## src/rtl/pc_fetch_sequencer_pkg.sv

```systemverilog
// ---------------------------------------------------------------------------
// pc_fetch_sequencer_pkg
//   Shared definitions for the PC / instruction-fetch sequencer.
//   - PC_W, RESET_PC : program-counter width and reset-time PC value
//   - ENC_*          : 3-bit state encodings
//   - state_t        : FSM state type built on those encodings
// ---------------------------------------------------------------------------
package pc_fetch_sequencer_pkg;

    localparam int              PC_W     = 20;
    localparam logic [PC_W-1:0] RESET_PC = 20'h00000;

    localparam logic [2:0] ENC_INIT  = 3'd0;
    localparam logic [2:0] ENC_IDLE  = 3'd1;
    localparam logic [2:0] ENC_REQ   = 3'd2;
    localparam logic [2:0] ENC_STALL = 3'd3;
    localparam logic [2:0] ENC_ERR   = 3'd4;

    typedef enum logic [2:0] {
        ST_INIT  = ENC_INIT,
        ST_IDLE  = ENC_IDLE,
        ST_REQ   = ENC_REQ,
        ST_STALL = ENC_STALL,
        ST_ERR   = ENC_ERR
    } state_t;

endpackage

```

## src/rtl/pc_fetch_sequencer_timeout.sv

```systemverilog
// ---------------------------------------------------------------------------
// pc_fetch_timeout
//   Loadable TO_W-bit up-counter used to bound how long a fetch request may
//   wait for its acknowledge.
//   Ports:
//     clk      : clock, rising edge
//     rst_n    : asynchronous active-low reset (count -> 0)
//     clr      : synchronous clear (highest priority)
//     load     : synchronous load of load_val
//     load_val : value loaded when load is high
//     en       : increment by one
//     limit    : number of increments that constitutes expiry
//     expire   : high when the current count is the last one before limit,
//                i.e. this cycle's increment would reach limit
// ---------------------------------------------------------------------------
module pc_fetch_timeout #(
    parameter int TO_W = 5
) (
    input  logic            clk,
    input  logic            rst_n,
    input  logic            clr,
    input  logic            load,
    input  logic [TO_W-1:0] load_val,
    input  logic            en,
    input  logic [TO_W-1:0] limit,
    output logic            expire
);

    logic [TO_W-1:0] cnt_reg;

    always_ff @(posedge clk or negedge rst_n) begin
        if (!rst_n) begin
            cnt_reg <= '0;
        end else if (clr) begin
            cnt_reg <= '0;
        end else if (load) begin
            cnt_reg <= load_val;
        end else if (en) begin
            cnt_reg <= cnt_reg + TO_W'(1);
        end
    end

    // Independent of en so the caller can use it inside its own next-state
    // logic without forming a combinational loop through en.
    assign expire = (cnt_reg == (limit - TO_W'(1)));

endmodule

```

## src/rtl/pc_fetch_sequencer.sv

```systemverilog
// ---------------------------------------------------------------------------
// pc_fetch_sequencer
//   Drives the next-PC input of an external PC register and issues one
//   instruction-memory fetch per instruction: sequential increment, branch
//   redirect, stall, halt and a fetch-acknowledge timeout.
//   Ports:
//     clk           : clock, rising edge (shared with the PC register)
//     reset         : asynchronous active-low reset
//     start         : level, leave IDLE/ERR and begin fetching
//     halt          : level, stop after any outstanding fetch
//     stall         : level, hold PC and issue no new fetch
//     branch_valid  : 1-cycle pulse, redirect to branch_target
//     branch_target : redirect address
//     pc_cur        : PC register output
//     pc_next       : PC register input (combinational)
//     imem_req      : fetch request, held until imem_ack
//     imem_addr     : fetch address (pc_cur while imem_req, else 0)
//     imem_ack      : fetch complete this cycle
//     instr_valid   : registered pulse the cycle after a non-squashed ack
//     busy          : state is neither IDLE nor ERR
//     err           : sticky fetch timeout
// ---------------------------------------------------------------------------
module pc_fetch_sequencer
    import pc_fetch_sequencer_pkg::*;
#(
    parameter int unsigned PC_INC  = 1,
    parameter int unsigned TIMEOUT = 16,
    parameter int unsigned TO_W    = 5
) (
    input  logic            clk,
    input  logic            reset,
    input  logic            start,
    input  logic            halt,
    input  logic            stall,
    input  logic            branch_valid,
    input  logic [PC_W-1:0] branch_target,
    input  logic [PC_W-1:0] pc_cur,
    output logic [PC_W-1:0] pc_next,
    output logic            imem_req,
    output logic [PC_W-1:0] imem_addr,
    input  logic            imem_ack,
    output logic            instr_valid,
    output logic            busy,
    output logic            err
);

    localparam logic [PC_W-1:0] PC_STEP  = PC_W'(PC_INC);
    localparam logic [TO_W-1:0] TO_LIMIT = TO_W'(TIMEOUT);

    state_t          state_reg;
    state_t          state_next;
    logic            pend_valid_reg;
    logic [PC_W-1:0] pend_target_reg;
    logic            instr_valid_reg;
    logic            err_reg;

    logic            to_clr;
    logic            to_en;
    logic            to_expire;

    // A branch arriving in the ack cycle is newer than any captured target.
    logic            redirect;
    logic [PC_W-1:0] redirect_pc;

    assign redirect    = branch_valid || pend_valid_reg;
    assign redirect_pc = branch_valid ? branch_target : pend_target_reg;

    pc_fetch_timeout #(
        .TO_W(TO_W)
    ) u_timeout (
        .clk     (clk),
        .rst_n   (reset),
        .clr     (to_clr),
        .load    (1'b0),
        .load_val('0),
        .en      (to_en),
        .limit   (TO_LIMIT),
        .expire  (to_expire)
    );

    // Next-state, next-PC and request generation.
    always_comb begin
        state_next = state_reg;
        pc_next    = pc_cur;
        imem_req   = 1'b0;
        to_clr     = 1'b0;
        to_en      = 1'b0;

        case (state_reg)
            ST_INIT: begin
                pc_next    = RESET_PC;
                state_next = ST_IDLE;
            end

            ST_IDLE: begin
                if (branch_valid) begin
                    pc_next = branch_target;
                end
                if (start && !halt) begin
                    state_next = stall ? ST_STALL : ST_REQ;
                end
            end

            ST_REQ: begin
                imem_req = 1'b1;
                if (imem_ack) begin
                    // Each new fetch gets a fresh timeout window.
                    to_clr  = 1'b1;
                    pc_next = redirect ? redirect_pc : (pc_cur + PC_STEP);
                    if (halt) begin
                        state_next = ST_IDLE;
                    end else if (stall) begin
                        state_next = ST_STALL;
                    end else begin
                        state_next = ST_REQ;
                    end
                end else begin
                    to_en = 1'b1;
                    if (to_expire) begin
                        to_clr     = 1'b1;
                        state_next = ST_ERR;
                    end
                end
            end

            ST_STALL: begin
                if (branch_valid) begin
                    pc_next = branch_target;
                end
                if (!stall) begin
                    state_next = halt ? ST_IDLE : ST_REQ;
                end
            end

            ST_ERR: begin
                if (start) begin
                    state_next = ST_REQ;
                end
            end

            default: begin
                state_next = ST_INIT;
            end
        endcase
    end

    always_ff @(posedge clk or negedge reset) begin
        if (!reset) begin
            state_reg       <= ST_INIT;
            pend_valid_reg  <= 1'b0;
            pend_target_reg <= '0;
            instr_valid_reg <= 1'b0;
            err_reg         <= 1'b0;
        end else begin
            state_reg       <= state_next;
            instr_valid_reg <= (state_reg == ST_REQ) && imem_ack && !redirect;

            // The pending redirect only lives while a request is still
            // waiting; any ack, timeout or REQ exit consumes/drops it.
            if ((state_reg == ST_REQ) && !imem_ack && !to_expire) begin
                if (branch_valid) begin
                    pend_valid_reg  <= 1'b1;
                    pend_target_reg <= branch_target;
                end
            end else begin
                pend_valid_reg <= 1'b0;
            end

            if ((state_reg == ST_REQ) && !imem_ack && to_expire) begin
                err_reg <= 1'b1;
            end else if ((state_reg == ST_ERR) && start) begin
                err_reg <= 1'b0;
            end
        end
    end

    assign imem_addr   = imem_req ? pc_cur : '0;
    assign instr_valid = instr_valid_reg;
    assign err         = err_reg;
    assign busy        = (state_reg != ST_IDLE) && (state_reg != ST_ERR);

endmodule
```

## config.mk

```make
export PLATFORM = sky130hd
export DESIGN_NAME = pc_fetch_sequencer
export DESIGN_NICKNAME = d
export VERILOG_FILES = /design/src/rtl/pc_fetch_sequencer_pkg.sv /design/src/rtl/pc_fetch_sequencer_timeout.sv /design/src/rtl/pc_fetch_sequencer.sv
export SDC_FILE = /design/constraint.sdc
export NUM_CORES = 1
export LEC_CHECK = 0
export ABC_AREA = 1
export CORE_MARGIN = 2
export CORE_UTILIZATION = 51
export CTS_CLUSTER_DIAMETER = 150
export DETAILED_ROUTE_END_ITERATION = 8
export PLACE_DENSITY_LB_ADDON = 0.25
export SLEW_MARGIN = 10
export SYNTH_ARGS = -nofsm -noshare
export SYNTH_HDL_FRONTEND = slang
export SYNTH_SLANG_ARGS = --single-unit
```

## constraint.sdc

```tcl
create_clock -name clk -period 3.1 [get_ports clk]
set_input_delay 0.775 -clock clk [delete_from_list [all_inputs] [get_ports clk]]
set_output_delay 0.775 -clock clk [all_outputs]
set_load 0.01 [all_outputs]
```

# Word level (Yosys, flattened, before mapping)
# Index checks and enable logic that the tools add are counted.
# word_totals
elab_cells	65
ff_bits	31
# op_classes
n_mux	27
eq_ne	12
add_sub_neg	2
n_reduce_logical	18
# op_table
cell	n
2-to-1 mux 20 bit	5
case mux 20 bit (3 select lines)	1
adder 20 x 1 -> 20 bit, second input constant	1
2-to-1 mux 3 bit	5
case mux 3 bit (5 select lines)	1
2-to-1 mux 1 bit	11
2-to-1 mux 5 bit	2
logical AND 1 bit	8
inequality test 2 bit, second input constant	4
== test 3 x 2 -> 1 bit, second input constant	2
inequality test 3 bit, second input constant	2
adder 5 x 1 -> 5 bit, second input constant	1
== test 5 x 4 -> 1 bit, second input constant	1
zero test 1 bit	4
2-to-1 mux 2 bit	2
AND reduction 4 bit	1
nonzero test 2 bit	2
== test 3 x 1 -> 1 bit, second input constant	1
== test 3 bit, second input constant	1
zero test 3 bit	1
inequality test 3 x 1 -> 1 bit, second input constant	1
OR reduction 2 bit	1
logical OR 1 bit	1

# Logic depth before layout (Yosys ltp)
# Gate-level depths: netlist (run 1).
# depth
word_depth	5
ltp_mapped	11
depth_no_buf	11

# Hierarchy
# From an unflattened synthesis (run 1), not the netlist that was laid out.
# hier_totals
hier_cells	548
area_unflattened_um2	3208.1
# by_module_without_submodules
mod	area_per_inst_um2	instances	seq_area_each_um2	cells_per_inst
pc_fetch_sequencer	2705.1	1	650.6	466
pc_fetch_timeout	503.0	1	125.1	82

# Least setup slack after synthesis (run 1)
# No wires, ideal clock.
# synth_path
kind	input-to-output
start	in pc_cur[0]
end	out pc_next[14]
path_stages	11
arrival_time_ns	1.727
slack_ns	0.598
path_cell_list	ha_1 -> nand2_1 -> nor2_1 -> nand2_1 -> nor2_2 -> nand2_1 -> nand2_1 -> nand3_1 -> nand2_1 -> nand2_1 -> nand3_1
# synth_via
elab_chain_cells	4
# synth_rtl
element	line_no	rtl
start: declaration	pc_fetch_sequencer.sv:37	input logic [PC_W-1:0] pc_cur,
adder 20 x 1 -> 20 bit	pc_fetch_sequencer.sv:109	pc_next = redirect ? redirect_pc : (pc_cur + PC_STEP);
2-to-1 mux 20 bit	pc_fetch_sequencer.sv:109	
2-to-1 mux 20 bit	pc_fetch_sequencer.sv:106	if (imem_ack) begin
case mux 20 bit (3 select lines)	pc_fetch_sequencer.sv:89	case (state_reg)
end: declaration	pc_fetch_sequencer.sv:38	output logic [PC_W-1:0] pc_next,
# No other way between the ends.

# Worst setup path in the final report (run 1)
# layout_path
start	in pc_cur[0]
end	out pc_next[6]
# Same word-level chain as after synthesis.

==> flow_metrics.env, run 1 <==
export IMPL_status="complete, but fails checks"
export IMPL_violations="setup timing"
export IMPL_mappedNetlistArea_um2=2920
export IMPL_top_layer_used="met4"
export IMPL_max_vdd_ir_drop_v=0.000439
export IMPL_drive_above_1_share_pct=24.0
export IMPL_synthDistinctLibCells=32
export IMPL_wl_met3_mm=1.14
export IMPL_die_area_um2=6350
export IMPL_fin_crit_sh_pct=102
export IMPL_synthCells=493
export IMPL_cp_end_kind="output pin"
export IMPL_ys_seq_elements=31
export IMPL_tightest_slew_ps=416
export IMPL_syn_avg_cell_area_um2=5.93
export IMPL_grtUsageTotal_pct=37.5
export IMPL_io_buffer_count=90
export IMPL_wl_mm=12.0
export IMPL_stdcell_count=738
export IMPL_utilization_pct=85.8
export IMPL_hold_class="flip-flop to flip-flop"
export IMPL_path_clk_slew_ps=70
export IMPL_drv_slew=0
export IMPL_cp_common_cell="o21ai_0"
export IMPL_antenna_found_initial=0
export IMPL_rrSetupSlack_ps=1150
export IMPL_start_kind="input pin"
export IMPL_cts_sinks=31
export IMPL_antennaDiodeCount=0
export IMPL_nNetsFinal=715
export IMPL_grt_pass1_wl_mm=18.7
export IMPL_crit_family="buffers and inverters"
export IMPL_hold_viol_final=0
export IMPL_finalSetupViolations=1
export IMPL_powerDensity_nw_per_um2=569
export IMPL_clk_path_buf_depth=2
export IMPL_fin_total_pwr_uw=2690
export IMPL_start_util_pct=53.1
export IMPL_yosys_warnings=0
export IMPL_fin_crit_ps=3150
export IMPL_path_cells="dlygate4sd2_1 -> ha_2 -> buf_4 -> nand3_2 -> nor2_1 -> xor2_1 -> o21ai_0 -> o21ai_0 -> nand3_1 -> buf_2"
export IMPL_drc_errors=0
export IMPL_finalWorstSetupSlack_ps=-54.5
export IMPL_critPathMaxFanout=2
export IMPL_tritoncts="done"
export IMPL_htreeDepth=2
export IMPL_firstDrtPassIters=8
export IMPL_grt_pass1_vias=4014
export IMPL_wl_per_cell_um=16.2
export IMPL_grt_max_degree=32
export IMPL_final_cell_mix="nand2_1 (133), buf_4 (94), o21ai_0 (71)"
export IMPL_die_h_um=79.7
export IMPL_crit_arrival_ps=2380
export IMPL_clkLatencyLatePin_ps=300
export IMPL_layout_commonest_cell="nand2_1"
export IMPL_largest_reg_flops=20
export IMPL_syn_num_nets=543
export IMPL_wl_met1_mm=4.84
export IMPL_gp_congestion=0.936
export IMPL_seq_area_frac_synth_pct=26.5
export IMPL_ios=91
export IMPL_viasPerCell=5.73
export IMPL_max_cap_violations=0
export IMPL_worstSetupPathType="input pin to output pin"
export IMPL_path_buf_inv=3
export IMPL_slew_limit_headroom_pct=72.3
export IMPL_place_hpwl_mm=8.65
export IMPL_drtIter0Drc=437
export IMPL_slowest_stage="dlygate4sd2_1"
export IMPL_die_w_um=79.7
export IMPL_skew_ps=9.11
export IMPL_num_rows=27
export IMPL_syn2layout_area_growth_pct=61.7
export IMPL_grt_overflow=0
export IMPL_numCtsBuffers=5
export IMPL_root_buffer="clkbuf_8"
export IMPL_fin_setup_tns_ps=-54.5
export IMPL_core_um2=5510
export IMPL_fmax_mhz=317
export IMPL_met2_length_mm=5.63
export IMPL_p_leak_uw=0.00237
export IMPL_ant_nets=0
export IMPL_num_vias=4228
export IMPL_pre_cts_slack_ps=-557
export IMPL_cp_required_ps=2320
export IMPL_numPlacedInstances=728
export IMPL_max_stage_delay_ps=240
export IMPL_ctsHoldBuffers=0
## through the flow
stage,hold slack (ps),instance area (um2)
2_1_floorplan,459,2920
3_3_place_gp,471,4550
3_5_place_dp,483,4550
4_1_cts,521,4680
5_1_grt,524,4730
6_report,519,4730
## where the power goes
group	switching, uW	internal (uW)	leakage [uW]	total (uW)
Sequential	78.2	567	0.000396	645
Clock	177	239	0.0000581	416
Combinational	911	718	0.00192	1630
## worst min-delay path: cells and delay by family, from the launching register on
family / cells / cell delay [ps]
DFF: 1 / 330
AOI/OAI and AO/OA: 1 / 110
buffers and inverters: 1 / 50
## final timing paths
check / end / startpoint / cells past startpoint
max: pc_next[6] / pc_cur[0] / 10
min: pend_target_reg[12] / pend_target_reg[12] / 2
max reg2reg: pend_target_reg[19] / u_timeout.cnt_reg[1] / 8
min reg2reg: pend_target_reg[12] / pend_target_reg[12] / 2
max in group asynchronous: pend_target_reg[16] / reset / 2
min in group asynchronous: instr_valid / reset / 2
## cell families after synthesis
| family | after synthesis | share of synthesized area (%) |
|---|---|---|
| buffers and inverters | 83 | 12.0 |
| adder cells (fa/ha/maj) | 3 | 1.28 |
| XOR/XNOR | 4 | 1.20 |
| flip-flops | 31 | 26.5 |
| AO/OA/AOI/OAI | 134 | 24.7 |
| AND/OR/NAND/NOR | 238 | 34.2 |
## layer usage
| layer | up-vias | GRT usage, % |
|---|---|---|
| met5 | - | 0 |
| met4 | 0 | 14.1 |
| met3 | 42 | 6.00 |
| met2 | 279 | 61.2 |
| met1 | 1941 | 49.6 |
| li1 | 1966 | - |
## synthesized netlist by cell type (all sizes together)
cell type	count	area (um2)
a21oi	29	145
a22o	1	8.76
dfrtp	31	776
xor2	4	35.0
a211oi	2	20.0
o31ai	1	7.51
o221ai	2	17.5
nor2	55	238
nand3	39	208
nor3	1	10.0
o21a	1	7.51
buf	17	103
nand2	140	526
nand4	3	18.8
o211ai	8	60.1
o21ai	86	430
a21boi	1	7.51
clkbuf	6	23.8
ha	3	37.5
o22ai	2	12.5
a31oi	1	6.26
inv	60	225
## final cells by class
class,instances,area (um2)
clock inverter,3,43.8
clock buffer,5,68.8
multi-input combinational,379,1910
timing repair buffer,188,1620
tap,72,90.1
fill,338,781
inverter,60,225
sequential,31,776
## repair_timing
item,CTS,global route
cloned,0,0
gates resized for setup,82,27
setup endpoints to repair,24,17
setup buffers,0,2
pin swaps,10,6
Power figures use the tool's default switching activity.
==> run 2: changes to the inputs <==
--- a/config.mk
+++ b/config.mk
@@ -7,10 +7,10 @@
 export LEC_CHECK = 0
 export ABC_AREA = 1
 export CORE_MARGIN = 2
-export CORE_UTILIZATION = 51
+export CORE_UTILIZATION = 50
 export CTS_CLUSTER_DIAMETER = 150
 export DETAILED_ROUTE_END_ITERATION = 8
-export PLACE_DENSITY_LB_ADDON = 0.25
+export PLACE_DENSITY_LB_ADDON = 0.12
 export SLEW_MARGIN = 10
 export SYNTH_ARGS = -nofsm -noshare
 export SYNTH_HDL_FRONTEND = slang
==> flow_metrics.env, run 2 (synthesized netlist as in run 1, its figures left out) <==
export IMPL_ant_nets=0
export IMPL_drtIter0Drc=445
export IMPL_num_vias=4210
export IMPL_tritoncts="done"
export IMPL_ios=91
export IMPL_n_fill_cell=373
export IMPL_die_w_um=80.5
export IMPL_worst_hold_slack_ps=504
export IMPL_syn2layout_area_growth_pct=61.7
export IMPL_slew_limit_headroom_pct=66.1
export IMPL_htreeDepth=2
export IMPL_place_hpwl_mm=8.69
export IMPL_antennaDiodeCount=0
export IMPL_firstDrtPassIters=7
export IMPL_wl_per_cell_um=15.8
export IMPL_gp_congestion=0.928
export IMPL_grt_pass1_vias=3977
export IMPL_status="completed"
export IMPL_whs_path_depth=2
export IMPL_largest_reg_flops=20
export IMPL_skew_ps=3.94
export IMPL_root_buffer="clkbuf_8"
export IMPL_drc_errors=0
export IMPL_start_kind="input pin"
export IMPL_cts_sinks=31
export IMPL_io_buffer_count=90
export IMPL_die_h_um=80.5
export IMPL_hold_viol_final=0
export IMPL_cp_required_ps=2320
export IMPL_grtUsageTotal_pct=36.4
export IMPL_fin_crit_sh_pct=97.9
export IMPL_cp_end_kind="output pin"
export IMPL_numPlacedInstances=727
export IMPL_critPathMaxFanout=3
export IMPL_finalSetupViolations=0
export IMPL_drv_slew=0
export IMPL_final_cell_mix="nand2_1 (136), buf_4 (92), o21ai_0 (67)"
export IMPL_nNetsFinal=718
export IMPL_layout_commonest_cell="nand2_1"
export IMPL_numCtsBuffers=5
export IMPL_antenna_found_initial=0
export IMPL_num_rows=27
export IMPL_path_clk_slew_ps=70
export IMPL_die_area_um2=6470
export IMPL_grt_pass1_wl_mm=18.5
export IMPL_viasPerCell=5.69
export IMPL_fin_crit_ps=3030
export IMPL_worstSetupPathType="input pin to output pin"
export IMPL_clk_path_buf_depth=2
export IMPL_multi_input_area_um2=1900
export IMPL_rsz0062_at_grt="true"
export IMPL_seq_area_um2=776
export IMPL_powerDensity_nw_per_um2=547
export IMPL_clkLatencyLatePin_ps=280
export IMPL_wl_mm=11.7
export IMPL_max_cap_violations=0
export IMPL_core_um2=5570
export IMPL_p_leak_uw=0.00237
export IMPL_hold_class="flip-flop to flip-flop"
export IMPL_stdcell_count=740
export IMPL_drive_above_1_share_pct=24.1
export IMPL_grt_max_degree=39
export IMPL_start_util_pct=52.4
export IMPL_ff2ff_path_depth=8
export IMPL_fmax_mhz=330
export IMPL_ctsHoldBuffers=0
export IMPL_fin_total_pwr_uw=2590
export IMPL_max_vdd_ir_drop_v=0.000546
export IMPL_tightest_slew_ps=507
export IMPL_crit_arrival_ps=2260
export IMPL_grt_overflow=0
[run 2: power breakdown]
part,switching (uW),internal [uW]
clock network,152,174
logic,898,719
registers,75.8,567
[run 2: cell type report]
type                    count  share of cell area (%)
clock buffers               6                    1.75
clock inverters             1                   0.106
inverters                  60                    4.76
multi-input cells         379                    40.1
flip-flops and latches     31                    16.4
well taps                  72                    1.91
repair buffers            191                    34.9
[run 2: stage by stage]
step                      setup TNS [ps]  area (um2)  util [%]  worst slack [ps]
after detailed placement           -8550        4550      81.7              -641
after CTS                              0        4670      83.8              3.35
after global routing               -19.0        4730      84.8             -17.3
after floorplan                        0        2920         -               598
after global placement             -7790        4550      81.7              -523
final                                  0        4730      84.8              65.8
[run 2: worst paths after layout]
| kind | slack [ps] | startpoint | to |
|---|---|---|---|
| setup / recovery | 70 | pc_cur[1] | pc_next[3] |
| hold / removal | 500 | pend_target_reg[2] | pend_target_reg[2] |
| setup reg to reg | 950 | u_timeout.cnt_reg[1] | pend_target_reg[10] |
| hold reg to reg | 500 | pend_target_reg[2] | pend_target_reg[2] |
| max in group asynchronous | 1910 | reset | pend_target_reg[12] |
| min in group asynchronous | 880 | reset | err |
[run 2: per-layer routing]
layer  share of wire [%]  track usage, %
met1                  40            47.9
met2                  48            61.5
met5                   0               0
met4                 1.4            9.83
met3                  10            5.73
[run 2: worst max-delay path, stage by stage]
cell and delay, ps:
dlygate4sd2_1 220, buf_4 120, nand3_1 180, buf_4 200
xor2_1 130, o21ai_0 130, o21ai_1 80, o211ai_1 120
dlygate4sd2_1 300
[run 2: what timing repair did]
item	4_1_cts	5_1_grt
pin swaps	8	3
endpoints found under the setup margin	24	19
buffers inserted	5	1
resized for setup	72	44
